File: src/rtl/cpu_pkg.sv
// Shared definitions for the instruction-cycle sequencer and its helpers:
// FSM state encoding, Q-phase codes and the default post-reset wait length.
package cpu_pkg;

  typedef enum logic [2:0] {
    ST_WAIT = 3'd0,
    ST_Q1   = 3'd1,
    ST_Q2   = 3'd2,
    ST_Q3   = 3'd3,
    ST_Q4   = 3'd4,
    ST_HALT = 3'd5
  } state_e;

  localparam logic [1:0] PH_Q1 = 2'd0;
  localparam logic [1:0] PH_Q2 = 2'd1;
  localparam logic [1:0] PH_Q3 = 2'd2;
  localparam logic [1:0] PH_Q4 = 2'd3;

  localparam int RST_WAIT_DEF = 2;

  // Phase code shown on q_phase for a given state; WAIT/HALT read as 0.
  function automatic logic [1:0] phase_of(input state_e st);
    logic [1:0] ph;
    case (st)
      ST_Q1:   ph = PH_Q1;
      ST_Q2:   ph = PH_Q2;
      ST_Q3:   ph = PH_Q3;
      ST_Q4:   ph = PH_Q4;
      default: ph = 2'd0;
    endcase
    return ph;
  endfunction

endpackage

File: src/rtl/retire_counter.sv
// Free-running enable counter with asynchronous active-low reset.
// Wraps silently at 2^CNT_W-1; reused by the performance counters.
module retire_counter #(
  parameter int CNT_W = 16
) (
  input  logic             clk,
  input  logic             rst_n,
  input  logic             i_en,
  output logic [CNT_W-1:0] o_count
);

  logic [CNT_W-1:0] r_count;

  // Count one per enabled clock; natural modulo wrap, no overflow flag.
  always_ff @(posedge clk or negedge rst_n) begin
    if (!rst_n) begin
      r_count <= '0;
    end else if (i_en) begin
      r_count <= r_count + CNT_W'(1'b1);
    end else begin
      r_count <= r_count;
    end
  end

  assign o_count = r_count;

endmodule

File: src/rtl/instr_cycle_sequencer.sv
// Four-phase (Q1..Q4) instruction-cycle controller. One FSM produces
// registered single-cycle enables for fetch, operand read, execute and
// write-back, and handles run/halt, single-step, branch/skip flush cycles
// and the retired-instruction count.
module instr_cycle_sequencer
  import cpu_pkg::*;
#(
  parameter int RST_WAIT = RST_WAIT_DEF,
  parameter int CNT_W    = 16
) (
  input  logic             clk,
  input  logic             reset,
  input  logic             run_en,
  input  logic             step_req,
  input  logic             branch_taken,
  input  logic             skip_taken,
  output logic [1:0]       q_phase,
  output logic             inst_fetch,
  output logic             data_fetch,
  output logic             alu_exec,
  output logic             write_back,
  output logic             pc_inc,
  output logic             nop_cycle,
  output logic             halted,
  output logic [CNT_W-1:0] retired
);

  localparam int WAIT_W = (RST_WAIT < 1) ? 1 : $clog2(RST_WAIT + 1);
  localparam logic [WAIT_W-1:0] WAIT_LAST = WAIT_W'(RST_WAIT);

  state_e            r_state;
  logic [WAIT_W-1:0] r_wait_cnt;
  logic              r_flush;

  state_e            w_state_nxt;
  logic [WAIT_W-1:0] w_wait_nxt;
  logic              w_flush_nxt;
  logic              w_nop_nxt;
  logic              w_retire_en;

  // Next-state logic: post-reset wait, the Q1..Q4 ring, halt and resume.
  always_comb begin
    w_state_nxt = r_state;
    w_wait_nxt  = r_wait_cnt;
    case (r_state)
      ST_WAIT: begin
        if (r_wait_cnt == WAIT_LAST) begin
          w_state_nxt = run_en ? ST_Q1 : ST_HALT;
        end else begin
          w_wait_nxt = r_wait_cnt + WAIT_W'(1'b1);
        end
      end
      ST_Q1:   w_state_nxt = ST_Q2;
      ST_Q2:   w_state_nxt = ST_Q3;
      ST_Q3:   w_state_nxt = ST_Q4;
      ST_Q4:   w_state_nxt = run_en ? ST_Q1 : ST_HALT;
      ST_HALT: w_state_nxt = (run_en | step_req) ? ST_Q1 : ST_HALT;
      default: w_state_nxt = ST_WAIT;
    endcase
  end

  // Pending-flush flag: armed by a branch/skip in Q3 of a real cycle,
  // cleared once the flushed cycle's Q4 completes; held across HALT.
  always_comb begin
    if ((r_state == ST_Q3) && !nop_cycle && (branch_taken | skip_taken)) begin
      w_flush_nxt = 1'b1;
    end else if ((r_state == ST_Q4) && nop_cycle) begin
      w_flush_nxt = 1'b0;
    end else begin
      w_flush_nxt = r_flush;
    end
  end

  // A cycle is flushed if the flag is pending when its Q1 starts; the
  // marking then holds through Q4.
  always_comb begin
    case (w_state_nxt)
      ST_Q1:               w_nop_nxt = w_flush_nxt;
      ST_Q2, ST_Q3, ST_Q4: w_nop_nxt = nop_cycle;
      default:             w_nop_nxt = 1'b0;
    endcase
  end

  assign w_retire_en = (r_state == ST_Q4) && !nop_cycle;

  // State, wait counter and flush flag registers.
  always_ff @(posedge clk or negedge reset) begin
    if (!reset) begin
      r_state    <= ST_WAIT;
      r_wait_cnt <= '0;
      r_flush    <= 1'b0;
    end else begin
      r_state    <= w_state_nxt;
      r_wait_cnt <= w_wait_nxt;
      r_flush    <= w_flush_nxt;
    end
  end

  // Registered strobes decoded from the next state, so each is high exactly
  // while the FSM sits in its phase; flushed cycles keep only fetch/PC.
  always_ff @(posedge clk or negedge reset) begin
    if (!reset) begin
      q_phase    <= 2'd0;
      inst_fetch <= 1'b0;
      data_fetch <= 1'b0;
      alu_exec   <= 1'b0;
      write_back <= 1'b0;
      pc_inc     <= 1'b0;
      nop_cycle  <= 1'b0;
      halted     <= 1'b0;
    end else begin
      q_phase    <= phase_of(w_state_nxt);
      inst_fetch <= (w_state_nxt == ST_Q1);
      data_fetch <= (w_state_nxt == ST_Q2) && !w_nop_nxt;
      alu_exec   <= (w_state_nxt == ST_Q3) && !w_nop_nxt;
      write_back <= (w_state_nxt == ST_Q4) && !w_nop_nxt;
      pc_inc     <= (w_state_nxt == ST_Q4);
      nop_cycle  <= w_nop_nxt;
      halted     <= (w_state_nxt == ST_HALT);
    end
  end

  retire_counter #(
    .CNT_W (CNT_W)
  ) u_retire (
    .clk     (clk),
    .rst_n   (reset),
    .i_en    (w_retire_en),
    .o_count (retired)
  );

endmodule

File: config.mk
export PLATFORM = sky130hd
export DESIGN_NAME = instr_cycle_sequencer
export DESIGN_NICKNAME = d
export VERILOG_FILES = /design/src/rtl/cpu_pkg.sv /design/src/rtl/retire_counter.sv /design/src/rtl/instr_cycle_sequencer.sv
export SDC_FILE = /design/constraint.sdc
export NUM_CORES = 1
export LEC_CHECK = 0
export ABC_CLOCK_PERIOD_IN_PS = 3000
export CAP_MARGIN = 20
export CORE_MARGIN = 8
export CORE_UTILIZATION = 35
export CTS_BUF_LIST = sky130_fd_sc_hd__clkbuf_2
export DETAILED_ROUTE_END_ITERATION = 12
export SYNTH_ARGS = -nofsm -noshare
export SYNTH_HDL_FRONTEND = slang
export SYNTH_SLANG_ARGS = --single-unit
File: constraint.sdc
create_clock -name clk -period 3 [get_ports clk]
set_input_delay 0.45 -clock clk [delete_from_list [all_inputs] [get_ports clk]]
set_output_delay 0.45 -clock clk [all_outputs]
set_load 0.1 [all_outputs]
; Word-level counts from Yosys, hierarchy flattened
; Index checks and enable logic that the tools add are counted.
[totals]
word_cells = 48
inputBits = 6
ff_bits = 31
[op_classes]
n_mux = 8
bitwise = 3
reduce_logical = 12
add_sub_neg = 2
n_eq_ne = 11
[ops]
columns = op, count
row1 = $pmux 3 s6, 1
row2 = $add 16x1->16 const B, 1
row3 = $eq 3x2->1 const B, 4
row4 = $eq 3x3->1 const B, 4
row5 = $mux 3, 3
row6 = $logic_and 1x1->1, 7
row7 = $eq 3x1->1 const B, 2
row8 = $pmux 2 s3, 1
row9 = $logic_not 3->1, 1
row10 = $reduce_or 3->1, 1
row11 = $add 2x1->2 const B, 1
row12 = $eq 2x2->1 const B, 1
row13 = $logic_not 1->1, 2
row14 = $mux 1, 2
row15 = $or 1x1->1, 2
row16 = $pmux 1 s2, 1
row17 = $reduce_and 2->1, 1
row18 = $not 1->1, 1

; Longest topological paths before layout
[logic_depth]
word_depth = 8
ltp_mapped = 6
mapped_depth_nobuf = 6

; Hierarchy
; From an unflattened synthesis, not the netlist that was laid out.
[unflattened]
hier_cells = 109
area_unflattened_um2 = 1400.1
[modules_own_cells]
columns = module, cells_per_inst, instances, area_per_inst_um2
row1 = instr_cycle_sequencer, 53, 1, 704.4
row2 = retire_counter, 56, 1, 695.7

; Least setup slack after synthesis
; OpenSTA, ideal clock, no wires.
[synth_path]
path_kind = register -> register
from = register nop_cycle
to = register u_retire.r_count[11], in the netlist u_retire.o_count[11]
path_slack_ns = 0.939
period_less_slack_ns = 2.061
t_arrival_ns = 1.899
n_path_buf = 0
path_stages_with_launch = 5
cell_sequence = dfrtp_1 nor4b_4 nand4_4 nor3_2 xor2_1
[synth_between]
elab_chain_cells = 2
[synth_lines]
columns = item, line
row1 = from (decl), instr_cycle_sequencer.sv:23  ; output logic nop_cycle,
row2 = from (signal assigned), instr_cycle_sequencer.sv:118  ; nop_cycle <= w_nop_nxt;
row3 = $logic_not 1->1, instr_cycle_sequencer.sv:84  ; assign w_retire_en = (r_state == ST_Q4) && !nop_cycle;
row4 = $logic_and 1x1->1, instr_cycle_sequencer.sv:84
row5 = to (signal assigned), retire_counter.sv:19  ; r_count <= r_count + CNT_W'(1'b1);
row6 = to (signal assigned), retire_counter.sv:21  ; r_count <= r_count;
row7 = to (decl), retire_counter.sv:12  ; logic [CNT_W-1:0] r_count;
; No other way between the ends.
; A chain may end at the register's enable or synchronous reset.

; Final worst setup path
[layout_path]
from = register r_state[1]
to = register u_retire.r_count[15], in the netlist u_retire.o_count[15]
[layout_between]
elab_chain_cells = 2
[layout_lines]
columns = item, line
row1 = from (decl), instr_cycle_sequencer.sv:31  ; state_e r_state;
row2 = from (signal assigned), instr_cycle_sequencer.sv:93  ; r_state <= w_state_nxt;
row3 = $eq 3x3->1, instr_cycle_sequencer.sv:84
row4 = $logic_and 1x1->1, instr_cycle_sequencer.sv:84
; No other way between the ends.

==> flow_summary.json <==
{
  "nets": 158,
  "portBuffers": 30,
  "route.antenna.remaining_nets": 0,
  "area_growth_pct": 24.2,
  "synth-edff-count": 0,
  "wl_met1_um": 1110,
  "io_pins": 31,
  "postCtsSetupBuffers": 0,
  "clk_latency_ns": 0.36,
  "synth_area_um2": 1380,
  "rows": 23,
  "postSynthCellCount": 115,
  "synth-seq-cells": 31,
  "worst_hold_slack_ns": 0.455,
  "antenna_found_initial": 0,
  "critPathCaptureType": "register",
  "synthesis.nets": 123,
  "max_slew_margin_pct": 64.8,
  "grt_pass1_wl_um": 4630,
  "drv_cap": 0,
  "fillCellCount": 396,
  "dp_cells": 193,
  "globalRouteOverflowTotal": 0,
  "dp_hpwl_um": 2020,
  "drt_iter0_drc": 24,
  "wl_per_cell_um": 13.3,
  "fmax_ghz": 0.550,
  "placed_area_um2": 1680,
  "wl_met2_um": 1250,
  "stdcell_count": 201,
  "grt_max_degree": 32,
  "h-tree-depth": 2,
  "initial_core_util_pct": 35.5,
  "hold_buffers": 0,
  "hold_class": "in -> async",
  "cts_buffers": 5,
  "setup_violations": 0,
  "crit_fanout": 13,
  "ir_worst_vdd_uv": 410,
  "design.core.area_um2": 3880,
  "hold_violations": 0,
  "rsz0062_at_grt": "no",
  "fin_tns_setup_ns": 0,
  "gp_congestion": 0.776,
  "power_leakage_uw": 0.000819,
  "finClkSkew_ns": 0.0168,
  "synth.avg_cell_area_um2": 12.0,
  "cts_tree": "built",
  "yosys.cell_types.count": 32,
  "firstDrtPassIters": 2,
  "fin_area_um2": 1710,
  "async_reset_ff_share_pct": 100,
  "die_h_um": 78.8,
  "worstMarginPinSlew_ns": 0.523,
  "vias": 939,
  "drive_gt1_share_pct": 27.8,
  "cts.sinks": 31,
  "die_width_um": 78.8,
  "drc": 0,
  "crit_type": "reg -> reg",
  "slew_violations": 0,
  "critPathArrivalTime_ns": 2.10,
  "status": "completed",
  "diodes": 0,
  "ys.warnings.count": 0,
  "path_clk_slew_ns": 0.16,
  "finalCriticalPeriod_ns": 1.82,
  "grt.total_usage_pct": 9.48,
  "seq_area_frac_synth_pct": 56.3,
  "wl_met3_um": 242,
  "cts_resized": 0,
  "power.density_nw_per_um2": 1030,
  "vias_per_cell": 4.67,
  "cts.path.max_buffers": 2,
  "totalWireLength_um": 2670,
  "highest_layer": "met4",
  "grt_pass1_vias": 1010,
  "cp.required_ns": 3.29,
  "cp-start-kind": "register",
  "cts_root_buffer": "clkbuf_2",
  "synth-main-ff-cell": "dfrtp_1",
  "final.period_utilization_pct": 60.6,
  "die_area_um2": 6200
}
[routing by layer]
layer,GRT usage (%),up-vias
met5,0,-
met4,5.00,0
met3,4.63,7
met2,15.1,26
met1,10.2,443
li1,-,463
[stage by stage]
step           power (µW)  worst slack [ns]  util (%)
2_1_floorplan        1400             0.939         -
3_3_place_gp         1590              1.26      43.1
3_5_place_dp         1600              1.21      43.1
4_1_cts              1790              1.15      44.1
5_1_grt              1860             0.995      44.1
6_report             1770              1.18      44.1
[path summary, 6_finish.rpt]
path	from	end	slack, ns	cells past startpoint
min in group clk	u_retire.o_count[15]	u_retire.o_count[15]	0.48	1
max in group asynchronous	reset	q_phase[0]	2.25	2
max reg2reg	r_state[1]	u_retire.o_count[15]	1.18	4
min reg2reg	u_retire.o_count[15]	u_retire.o_count[15]	0.48	1
max	r_state[1]	u_retire.o_count[15]	1.18	4
min	reset	u_retire.o_count[10]	0.46	2
[sequential cells by signal, summed over array words and instances (netlist names), 2 cells and up]
name / flops
q_phase: 2
r_wait_cnt: 2
u_retire.o_count: 16
r_state: 3
[cell usage in the layout (no fill, tap or decap), types with 2 or more instances in the layout]
cell             Yosys  layout
nor2_1               7       7
xor2_1               9       9
xnor2_1              8       8
nor3_2               4       4
and4_1               2       2
mux2i_1              2       2
buf_4                0      26
nor2b_1              2       2
a21oi_1              2       2
dfrtp_1             31      31
ha_1                 2       2
nand3_1              4       4
clkbuf_2             0       6
nand4_1              3       3
nor3b_1              3       3
clkdlybuf4s50_1      0       5
inv_1                6       6
nor3_1               2       2
clkinv_1             0       2
a21o_1               4       4
nand2_1              7       7
[where the power goes]
| group | switching [µW] | internal, µW | total (µW) |
|---|---|---|---|
| sequential | 137 | 526 | 663 |
| clock | 135 | 56.0 | 191 |
| combinational | 673 | 242 | 915 |
[final cells by class]
cell class | instances | area, µm² | area share, %
repair buffers | 31 | 245 | 14.3
inverters | 6 | 22.5 | 1.31
clock buffers | 6 | 30.0 | 1.75
flip-flops and latches | 31 | 776 | 45.3
multi-input cells | 75 | 569 | 33.2
clock inverters | 2 | 7.51 | 0.438
well taps | 50 | 62.6 | 3.65
[cells in the mapped netlist (2+ instances only)]
master / count / area share, %
ha_1: 2 / 1.8
and4_1: 2 / 1.3
nor2_1: 7 / 1.9
xor2_1: 9 / 5.7
nand3_1: 4 / 1.5
dfrtp_1: 31 / 56
nor2b_1: 2 / 0.91
xnor2_1: 8 / 5.1
nor3b_1: 3 / 1.6
nor3_1: 2 / 0.73
mux2i_1: 2 / 1.5
nand4_1: 3 / 1.4
nor3_2: 4 / 2.9
inv_1: 6 / 1.6
clkbuf_1: 3 / 0.82
a21oi_1: 2 / 0.73
nand2_1: 7 / 1.9
a21o_1: 4 / 2.2
[cell families (layout without fill, tap and decap cells)]
kind of cell / Yosys count / in the layout / synth area share (%)
fa+ha+maj: 2 / 2 / 1.81
simple gates: 43 / 43 / 21.6
mux: 3 / 3 / 2.27
xor+xnor: 17 / 17 / 10.8
compound gates: 10 / 10 / 4.81
flops: 31 / 31 / 56.3
buf+inv: 9 / 45 / 2.45
[worst max-delay path: stages (launching register included)]
cell     delay (ns)
dfrtp_1        0.56
nor4b_4        0.56
nand4_4        0.23
nor3_2         0.24
xor2_1         0.15
(Power assumes the default switching activity.)
